**src/rtl/calc_sequencer.sv**
```systemverilog
// Command sequencer for a shared arithmetic datapath: latches operands, starts the
// multiplier/ALU, waits a fixed number of cycles, captures and holds the result.
// Optional fast divide-by-zero path is enabled by defining CALC_SEQ_DIVZERO_EN.
module calc_sequencer #(
  parameter int MUL_CYCLES = 34,
  parameter int ALU_CYCLES = 2
) (
  input  logic        clk,
  input  logic        reset,
  input  logic        in_valid,
  output logic        in_ready,
  input  logic [31:0] op_a,
  input  logic [31:0] op_b,
  input  logic [1:0]  op_sel,
  output logic [31:0] calc_a,
  output logic [31:0] calc_b,
  output logic [1:0]  calc_select,
  output logic        calc_enable,
  output logic        calc_reset,
  input  logic [31:0] calc_result,
  input  logic [31:0] calc_remainder,
  input  logic        calc_overflow,
  output logic        out_valid,
  input  logic        out_ready,
  output logic [31:0] result,
  output logic [31:0] remainder,
  output logic        overflow,
  output logic        div_zero,
  output logic        busy
);

  typedef enum logic [2:0] {
    IDLE    = 3'd0,
    ARM     = 3'd1,
    RUN     = 3'd2,
    CAPTURE = 3'd3,
    HOLD    = 3'd4
  } state_t;

  localparam logic [15:0] MUL_LOAD = 16'(MUL_CYCLES - 1);
  localparam logic [15:0] ALU_LOAD = 16'(ALU_CYCLES - 1);

  state_t      state_r, next_s;
  logic [15:0] cnt_r;
  logic        accept_s;
  logic        dz_cmd_s;

  assign accept_s = in_ready && in_valid;

`ifdef CALC_SEQ_DIVZERO_EN
  logic dz_r;
  assign dz_cmd_s = (op_sel == 2'b11) && (op_b == 32'd0);
`else
  assign dz_cmd_s = 1'b0;
  assign div_zero = 1'b0;
`endif

  // state register
  always_ff @(posedge clk or negedge reset) begin
    if (!reset) begin
      state_r <= IDLE;
    end else begin
      state_r <= next_s;
    end
  end

  // next-state decode
  always_comb begin
    next_s = state_r;
    case (state_r)
      IDLE: begin
        if (in_valid) begin
          next_s = dz_cmd_s ? CAPTURE : ARM;
        end else begin
          next_s = IDLE;
        end
      end
      ARM: next_s = RUN;
      RUN: begin
        if (cnt_r == 16'd0) begin
          next_s = CAPTURE;
        end else begin
          next_s = RUN;
        end
      end
      CAPTURE: next_s = HOLD;
      HOLD: begin
        if (out_ready) begin
          next_s = IDLE;
        end else begin
          next_s = HOLD;
        end
      end
      default: next_s = IDLE;
    endcase
  end

  // run-length down-counter, loaded while ARM so RUN lasts exactly N cycles
  always_ff @(posedge clk or negedge reset) begin
    if (!reset) begin
      cnt_r <= 16'd0;
    end else if (state_r == ARM) begin
      cnt_r <= (calc_select == 2'b10) ? MUL_LOAD : ALU_LOAD;
    end else if ((state_r == RUN) && (cnt_r != 16'd0)) begin
      cnt_r <= cnt_r - 16'd1;
    end else begin
      cnt_r <= cnt_r;
    end
  end

  // control outputs registered from the next state so they line up with it
  always_ff @(posedge clk or negedge reset) begin
    if (!reset) begin
      in_ready    <= 1'b1;
      busy        <= 1'b0;
      out_valid   <= 1'b0;
      calc_enable <= 1'b0;
      calc_reset  <= 1'b1;
    end else begin
      in_ready    <= (next_s == IDLE);
      busy        <= (next_s != IDLE);
      out_valid   <= (next_s == HOLD);
      calc_enable <= (next_s == ARM) || (next_s == RUN);
      calc_reset  <= (next_s != RUN);
    end
  end

  // operand latch, frozen from accept until the return to IDLE
  always_ff @(posedge clk or negedge reset) begin
    if (!reset) begin
      calc_a      <= 32'd0;
      calc_b      <= 32'd0;
      calc_select <= 2'b00;
    end else if (accept_s) begin
      calc_a      <= op_a;
      calc_b      <= op_b;
      calc_select <= op_sel;
    end else begin
      calc_a      <= calc_a;
      calc_b      <= calc_b;
      calc_select <= calc_select;
    end
  end

`ifdef CALC_SEQ_DIVZERO_EN
  // divide-by-zero flag for the command in flight
  always_ff @(posedge clk or negedge reset) begin
    if (!reset) begin
      dz_r <= 1'b0;
    end else if (accept_s) begin
      dz_r <= dz_cmd_s;
    end else begin
      dz_r <= dz_r;
    end
  end

  // result capture with the saturated divide-by-zero override
  always_ff @(posedge clk or negedge reset) begin
    if (!reset) begin
      result    <= 32'd0;
      remainder <= 32'd0;
      overflow  <= 1'b0;
      div_zero  <= 1'b0;
    end else if ((state_r == CAPTURE) && dz_r) begin
      result    <= 32'hFFFF_FFFF;
      remainder <= calc_a;
      overflow  <= 1'b0;
      div_zero  <= 1'b1;
    end else if (state_r == CAPTURE) begin
      result    <= calc_result;
      remainder <= (calc_select == 2'b11) ? calc_remainder : 32'd0;
      overflow  <= (calc_select[1] == 1'b0) ? calc_overflow : 1'b0;
      div_zero  <= 1'b0;
    end else begin
      result    <= result;
      remainder <= remainder;
      overflow  <= overflow;
      div_zero  <= div_zero;
    end
  end
`else
  // result capture; the datapath output passes through unchanged for every op
  always_ff @(posedge clk or negedge reset) begin
    if (!reset) begin
      result    <= 32'd0;
      remainder <= 32'd0;
      overflow  <= 1'b0;
    end else if (state_r == CAPTURE) begin
      result    <= calc_result;
      remainder <= (calc_select == 2'b11) ? calc_remainder : 32'd0;
      overflow  <= (calc_select[1] == 1'b0) ? calc_overflow : 1'b0;
    end else begin
      result    <= result;
      remainder <= remainder;
      overflow  <= overflow;
    end
  end
`endif

endmodule

```
**config.mk**
```make
export PLATFORM = sky130hd
export DESIGN_NAME = calc_sequencer
export DESIGN_NICKNAME = d
export VERILOG_FILES = /design/src/rtl/calc_sequencer.sv
export SDC_FILE = /design/constraint.sdc
export NUM_CORES = 1
export LEC_CHECK = 0
export CORE_UTILIZATION = 45
export DETAILED_ROUTE_END_ITERATION = 12
export GPL_TIMING_DRIVEN = 1
export PLACE_DENSITY_LB_ADDON = 0.3
export SLEW_MARGIN = 20
export SYNTH_ARGS = -nofsm -noshare
export SYNTH_HDL_FRONTEND = slang
export SYNTH_SLANG_ARGS = --single-unit
```
**constraint.sdc**
```tcl
create_clock -name clk -period 4.7 [get_ports clk]
set_input_delay 0.705 -clock clk [delete_from_list [all_inputs] [get_ports clk]]
set_output_delay 0.705 -clock clk [all_outputs]
set_load 0.01 [all_outputs]
```
; ---- Word level (Yosys, flattened, before mapping)
; Cells that the tools add are included.
[classes]
add_sub_neg = 1
n_eq_ne = 10
mux = 9
reduce_logical = 9
[ops]
columns = cell, count
row1 = two-way mux 16 bit, 2
row2 = two-way mux 32 bit, 1
row3 = zero test 16 bit, 1
row4 = nonzero test 16 bit, 1
row5 = "subtractor 16 x 1 -> 16 bit, second input constant", 1
row6 = case mux 3 bit (5 select lines), 1
row7 = "== test 3 x 2 -> 1 bit, second input constant", 3
row8 = "== test 3 x 1 -> 1 bit, second input constant", 2
row9 = "== test 3 bit, second input constant", 2
row10 = zero test 3 bit, 2
row11 = two-way mux 6 bit, 1
row12 = "== test 2 bit, second input constant", 2
row13 = two-way mux 1 bit, 3
row14 = two-way mux 3 bit, 1
row15 = "inequality test 3 x 2 -> 1 bit, second input constant", 1
row16 = nonzero test 3 bit, 1
row17 = logical AND 1 bit, 2
row18 = nonzero test 2 bit, 1
row19 = logical OR 1 bit, 1
[totals]
ff_bits = 155
out_inout_bits = 137
elab_cells = 42

; ---- Depth between registers and ports, before layout
; Gate-level depths: netlist of run 1.
[depth]
depth_word = 5
mapped_depth = 7
ltp_nobuf = 6

; ---- Least setup slack after synthesis of run 1
; OpenSTA, ideal clock, no wires.
[synth_path]
path_kind = register to register
startpoint = register cnt_r[0]
endpoint = register cnt_r[4]
setup_ps = 79
arrival_ps = 1903
setup_slack_ps = 2718
path_stages_with_launch = 7
path_buffers = 0
path_cell_list = dfrtp_1 -> inv_1 -> ha_1 -> or3b_2 -> o41a_2 -> nand3_1 -> mux2i_1
[synth_via]
elab_chain_cells = 3
[synth_lines]
columns = element, line_no
row1 = from (decl), 44  ; logic [15:0] cnt_r;
row2 = from (signal assigned), 103  ; cnt_r <= (calc_select == 2'b10) ? MUL_LOAD : ALU_LOAD;
row3 = from (signal assigned), 105  ; cnt_r <= cnt_r - 16'd1;
row4 = from (signal assigned), 107  ; cnt_r <= cnt_r;
row5 = subtractor 16 x 1 -> 16 bit or nonzero test 16 bit (tied branches), "105, 104"
row6 = two-way mux 16 bit or logical AND 1 bit (tied branches), 104  ; end else if ((state_r == RUN) && (cnt_r != 16'd0)) begin
row7 = two-way mux 16 bit or nonzero test 2 bit (tied branches), n/a
; Parallel ways exist; a longest one is shown, timed or not. The select of a mux whose other input is x is not followed.
; A chain may end at the register's enable or synchronous reset.

; ---- Worst setup path in the final report of run 1
[layout_path]
startpoint = input in_valid
endpoint = register calc_b[11]
[layout_via]
elab_chain_cells = 1
[layout_lines]
columns = element, line_no
row1 = from (decl), 10  ; input logic in_valid,
row2 = logical AND 1 bit, 48  ; assign accept_s = in_ready && in_valid;
row3 = to (signal assigned), 136  ; calc_b <= op_b;
row4 = to (signal assigned), 140  ; calc_b <= calc_b;
row5 = to (decl), 16  ; output logic [31:0] calc_b,
; Every way passes these cells.

==> impl_metrics.csv, run 1 <==
group,metric,value,unit
status,status,"completed",
clock_tree,cts_root_buf,"clkbuf_16",
worst_setup_path,arrival,2.78,ns
sta,tns,0,ns
sta,slew_violations,0,
sta,tightest_slew,0.9256,ns
global_route,top_usage_layer,"met2",
synthesis,synthArstFlopShare,100.0,%
die,ios,272,
place,gp_congestion,0.7969,
synthesis,ys_seq_area_share,62.90,%
synthesis,synth_fp_nets,610,
flow_run,drv_cap,0,
synthesis,synth_edf_count,0,
clock_tree,cts_num_sinks,155,
sta,finalHoldViolCount,0,
synthesis,synth-seq-cells,155,
clock_tree,cts_buffers,17,
global_route,grt_pass1_wl,25660,um
route,avgViaCountPerCell,5.111,
cells_and_area,layout_common_cells,"269 x clkdlybuf4s50_1, 153 x dfrtp_1, 98 x mux2_2",
cells_and_area,seq_area,3881,um^2
die,rows,42,
global_route,grtUsageMet3,9.674,%
synthesis,synthFlopType,"dfrtp_1",
worst_setup_path,startpoint,"in_valid",
cells_and_area,finalCoreUtilization,72.68,%
clock_tree,htreeDepth,4,
power_and_ir_drop,power_density,712.5,nW/um^2
worst_setup_path,r2r_start,"cnt_r[0]",
global_route,met1_usage,26.25,%
route,vias,4743,
worst_setup_path,path_max_fanout,37,
worst_setup_path,cp-end-kind,"register",
power_and_ir_drop,peakVddDrop,413.9,uV
route,firstDrtPassIters,4,
place,numPortBuffers,270,
die,start_util,46.41,%
sta,rsz0062_at_grt,"false",
global_route,use_met2,40.99,%
place,hpwlAfterDp,11400,um
clock_tree,cts_setup_buffers,0,
sta,fin_crit_sh,52.65,%
worst_setup_path,required,5.00,ns
cells_and_area,multi_input_area,2158,um^2
sta,fmax,0.4041,GHz
sta,fin_skew,0.006249,ns
global_route,antenna_found_initial,0,
clock_tree,clockBufferDepth,2,
route,wire_per_inst,17.43,um
cells_and_area,final_common_cell,"clkdlybuf4s50_1",
min_path,hp-class,"in2async",
clock_tree,ctsResizeCount,0,
cells_and_area,fillers,895,
clock_tree,tritoncts,"built",
die,design.core.area,13300,um^2
worst_setup_path,rr_worst_depth,6,
synthesis,postSynthAreaPerCell,13.05,um^2
die,die_y,119.1,um
route,drc,0,
synthesis,syn-instance-count,473,
worst_setup_path,worstSetupStartpointType,"primary input",
global_route,grt_max_degree,121,
worst_setup_path,crit_type,"in2reg",
clock_tree,clock_latency,0.42,ns
route,wl,16170,um
power_and_ir_drop,leakage,0.004058,uW
synthesis,syn-cell-area,6171,um^2
sta,slew_headroom,38.29,%
sta,period_minus_slack,2.475,ns
cells_and_area,drive_gt1_share,19.95,%
global_route,track_usage,23.96,%
die,die-area,14190,um^2
die,die_w,119.1,um
cells_and_area,fin_nets,876,
global_route,grt_pass1_vias,5043,
global_route,grt_overflow_total,0,
route,drtIter0Drc,187,
cells_and_area,finalInstanceArea,9663,um^2
place,place_area,9004,um^2
route,ant_nets,0,
clock_tree,hold_buffers,0,
cells_and_area,num_antenna_cells,0,
clock_tree,path_clk_slew,0.06,ns
sta,setup_violations,0,
synthesis,yosysWarnings,0,
synthesis,ys_types,43,
cells_and_area,syn2layout_area_growth,56.59,%
-- per-stage QoR --
stage	total power, uW	worst slack (ns)	hold slack [ns]	cells
after floorplan	3773	2.718	0.4094	473
after global placement	5278	1.905	0.4615	896
after detailed placement	5394	1.799	0.4691	896
after CTS	6930	2.014	0.4828	928
after global routing	7285	2.142	0.4985	928
final	6885	2.225	0.4131	928
-- cell families after synthesis --
kind of cell | count (synthesis) | share of synthesized area (%)
DFF | 155 | 62.90
and+or+nand+nor | 120 | 9.732
muxes | 103 | 18.69
AOI/OAI and AO/OA | 60 | 5.617
buffers and inverters | 31 | 2.453
adders and majority gates | 2 | 0.4055
other | 1 | 0.06077
xor gates and xnor gates | 1 | 0.1420
-- cell usage after synthesis, drive strengths merged, types with 2 or more instances --
library cell    n  area [um^2]
a21oi           6        30.03
buf             3        26.27
clkbuf         24        110.1
dfrtp         153         3829
dfstp           2        52.55
ha              2        25.02
inv             4        15.01
mux2           98         1104
mux2i           5        50.05
nand2          77        289.0
nand3           4        30.03
nor2            4        15.01
nor3            7        35.03
nor3b           3        32.53
nor4            5        46.29
o211ai          3        22.52
o21ai          39        195.2
o31ai           5        37.54
or2             2        12.51
or3             4        25.02
or3b            2        17.52
or4             6        52.55
-- critical path: stages --
cell and delay, ns:
clkdlybuf4s50_1 0.50, nand2_2 0.57, buf_4 0.53, mux2_2 0.40
-- power breakdown --
group / switching (uW) / leakage [uW] / total (uW) / internal (uW)
clock network: 527 / 0.000309 / 1500 / 969
logic: 1250 / 0.00184 / 2980 / 1730
registers: 416 / 0.00190 / 2410 / 1990
-- routing by layer --
metal / routed length (um) / up-vias
met5: 0 / -
met4: 415 / 0
li1: - / 2180
met3: 1540 / 31
met2: 8327 / 217
met1: 5887 / 2315
-- path summary, 6_finish.rpt --
path	to	slack [ns]
setup / recovery	calc_b[11]	2.23
hold / removal	calc_a[31]	0.41
setup reg to reg	calc_enable	2.35
hold reg to reg	remainder[10]	0.48
max in group asynchronous	calc_reset	3.20
min in group clk	remainder[10]	0.48
-- cell type report --
type | instances | area share [%]
Sequential cell | 155 | 40.17
Multi-Input combinational cell | 287 | 22.34
Tap cell | 176 | 2.279
Clock buffer | 21 | 4.765
Inverter | 4 | 0.1554
Timing Repair Buffer | 274 | 28.32
Clock inverter | 11 | 1.981
-- registers in the layout, summed over array words and instances (netlist names) --
| register | count |
|---|---|
| result | 32 |
| in_ready | 1 |
| state_r | 3 |
| calc_b | 32 |
| calc_reset | 1 |
| cnt_r | 16 |
| calc_select | 2 |
| calc_enable | 1 |
| overflow | 1 |
| out_valid | 1 |
| remainder | 32 |
| calc_a | 32 |
| busy | 1 |
(Power assumes the default switching activity.)
==> run 2: changes to the inputs <==
CORE_UTILIZATION = 42   (was 45)
clock period = 2.6 ns   (was 4.7 ns; I/O delays follow)
==> impl_metrics.csv, run 2 (synthesized netlist as in run 1, its figures left out) <==
group,metric,value,unit
place,place_area,9084,um^2
place,numPortBuffers,270,
sta,finalHoldViolCount,0,
sta,hold-worst-slack,0.4792,ns
global_route,grt_overflow_total,0,
sta,fin_crit_sh,82.11,%
clock_tree,cts_root_buf,"clkbuf_16",
die,design.core.area,14100,um^2
cells_and_area,drive_gt1_share,20.58,%
die,start_util,43.78,%
cells_and_area,num_antenna_cells,0,
worst_setup_path,arrival,2.47,ns
global_route,track_usage,22.22,%
cells_and_area,fillers,1007,
clock_tree,ctsResizeCount,0,
flow_run,drv_cap,0,
sta,tns,0,ns
place,hpwlAfterDp,12120,um
route,wl,16550,um
worst_setup_path,crit_type,"reg2reg",
global_route,antenna_found_initial,0,
clock_tree,cts_num_sinks,155,
die,ios,272,
sta,setup_violations,0,
place,gp_congestion,0.7821,
cells_and_area,syn2layout_area_growth,58.60,%
cells_and_area,layout_common_cells,"269 x clkdlybuf4s50_1, 153 x dfrtp_1, 98 x mux2_2",
cells_and_area,finalInstanceArea,9787,um^2
worst_setup_path,worstSetupStartpointType,"register",
clock_tree,cts_setup_buffers,0,
worst_setup_path,required,2.94,ns
min_path,hp-class,"in2async",
sta,slew_violations,0,
die,die_y,123.2,um
clock_tree,clock_latency,0.43,ns
worst_setup_path,path_max_fanout,7,
route,drc,0,
power_and_ir_drop,power_density,1300,nW/um^2
route,drtIter0Drc,221,
route,met1_length,6061,um
sta,rsz0062_at_grt,"false",
route,firstDrtPassIters,6,
sta,slew_headroom,60.22,%
route,met3_length,1721,um
clock_tree,cts_buffers,17,
sta,fmax,0.4684,GHz
sta,period_minus_slack,2.135,ns
power_and_ir_drop,leakage,0.004129,uW
status,status,"completed",
die,rows,43,
clock_tree,tritoncts,"built",
clock_tree,htreeDepth,4,
die,die-area,15180,um^2
clock_tree,clockBufferDepth,2,
route,wl_met2,8397,um
route,vias,4727,
global_route,grt_pass1_vias,4891,
cells_and_area,finalCoreUtilization,69.43,%
sta,fin_skew,0.01305,ns
cells_and_area,fin_nets,882,
global_route,grt_max_degree,75,
clock_tree,path_clk_slew,0.06,ns
cells_and_area,final_common_cell,"clkdlybuf4s50_1",
route,wire_per_inst,17.64,um
power_and_ir_drop,peakVddDrop,807.9,uV
sta,tightest_slew,0.5905,ns
route,avgViaCountPerCell,5.039,
worst_setup_path,cp-end-kind,"register",
global_route,grt_pass1_wl,24890,um
route,ant_nets,0,
die,die_w,123.2,um
route,maxUsedRoutingLayer,"met4",
-- run 2: cell types whose count changed in the layout (fill, tap and decap cells not counted), sizes merged, moves of 2 or more --
cell      previous run  this run
inv                  4         7
bufinv               5         7
buf                  4        10
clkinvlp             3         1
clkbuf              22        17
-- run 2: layout make-up --
type / instances / area [um^2] / area share [%]
Sequential cell: 155 / 3881 / 39.66
Timing Repair Buffer: 280 / 2819 / 28.80
Multi-Input combinational cell: 287 / 2153 / 22.00
Clock buffer: 17 / 425.4 / 4.347
Clock inverter: 15 / 267.8 / 2.736
Tap cell: 180 / 225.2 / 2.301
Inverter: 4 / 15.01 / 0.1534
-- run 2: per-stage QoR --
stage / worst slack [ns] / instances / total power, uW
6_report: 0.4652 / 938 / 12720
2_1_floorplan: 0.6177 / 473 / 6821
4_1_cts: 0.4570 / 938 / 12830
5_1_grt: 0.3698 / 938 / 13420
3_5_place_dp: 0.4744 / 905 / 9867
3_3_place_gp: 0.5739 / 905 / 9616
-- run 2: timing repair --
action,in CTS,in global routing
hold buffers,1,0
endpoints found under the hold margin,51,0
endpoints found under the setup margin,0,0
-- run 2: critical path, cell delays in order, from the launching register on --
cell	delay, ns
dfrtp_1	0.43
inv_1	0.10
ha_1	0.14
or3b_2	0.49
o41a_2	0.58
nand3_1	0.12
mux2i_1	0.19
-- run 2: per-layer routing --
metal / up-vias / GRT usage, %
met2: 214 / 37.67
met3: 31 / 10.84
met5: - / 0
met1: 2298 / 23.63
li1: 2184 / -
met4: 0 / 8.810
-- run 2: path summary, 6_finish.rpt --
check	from	to	slack, ns	cells after the start
setup / recovery	cnt_r[0]	cnt_r[4]	0.47	6
hold / removal	reset	result[30]	0.48	2
setup reg to reg	cnt_r[0]	cnt_r[4]	0.47	6
hold reg to reg	remainder[5]	remainder[5]	0.48	2
max in group asynchronous	reset	calc_b[30]	1.32	3
min in group clk	remainder[5]	remainder[5]	0.48	2
-- run 2: power by group --
part | total (uW) | internal, uW | switching, uW | leakage [uW]
Sequential | 4370 | 3600 | 767 | 0.00190
Clock | 2900 | 1900 | 998 | 0.000338
Combinational | 5450 | 3170 | 2280 | 0.00189
Total | 12700 | 8670 | 4050 | 0.00413
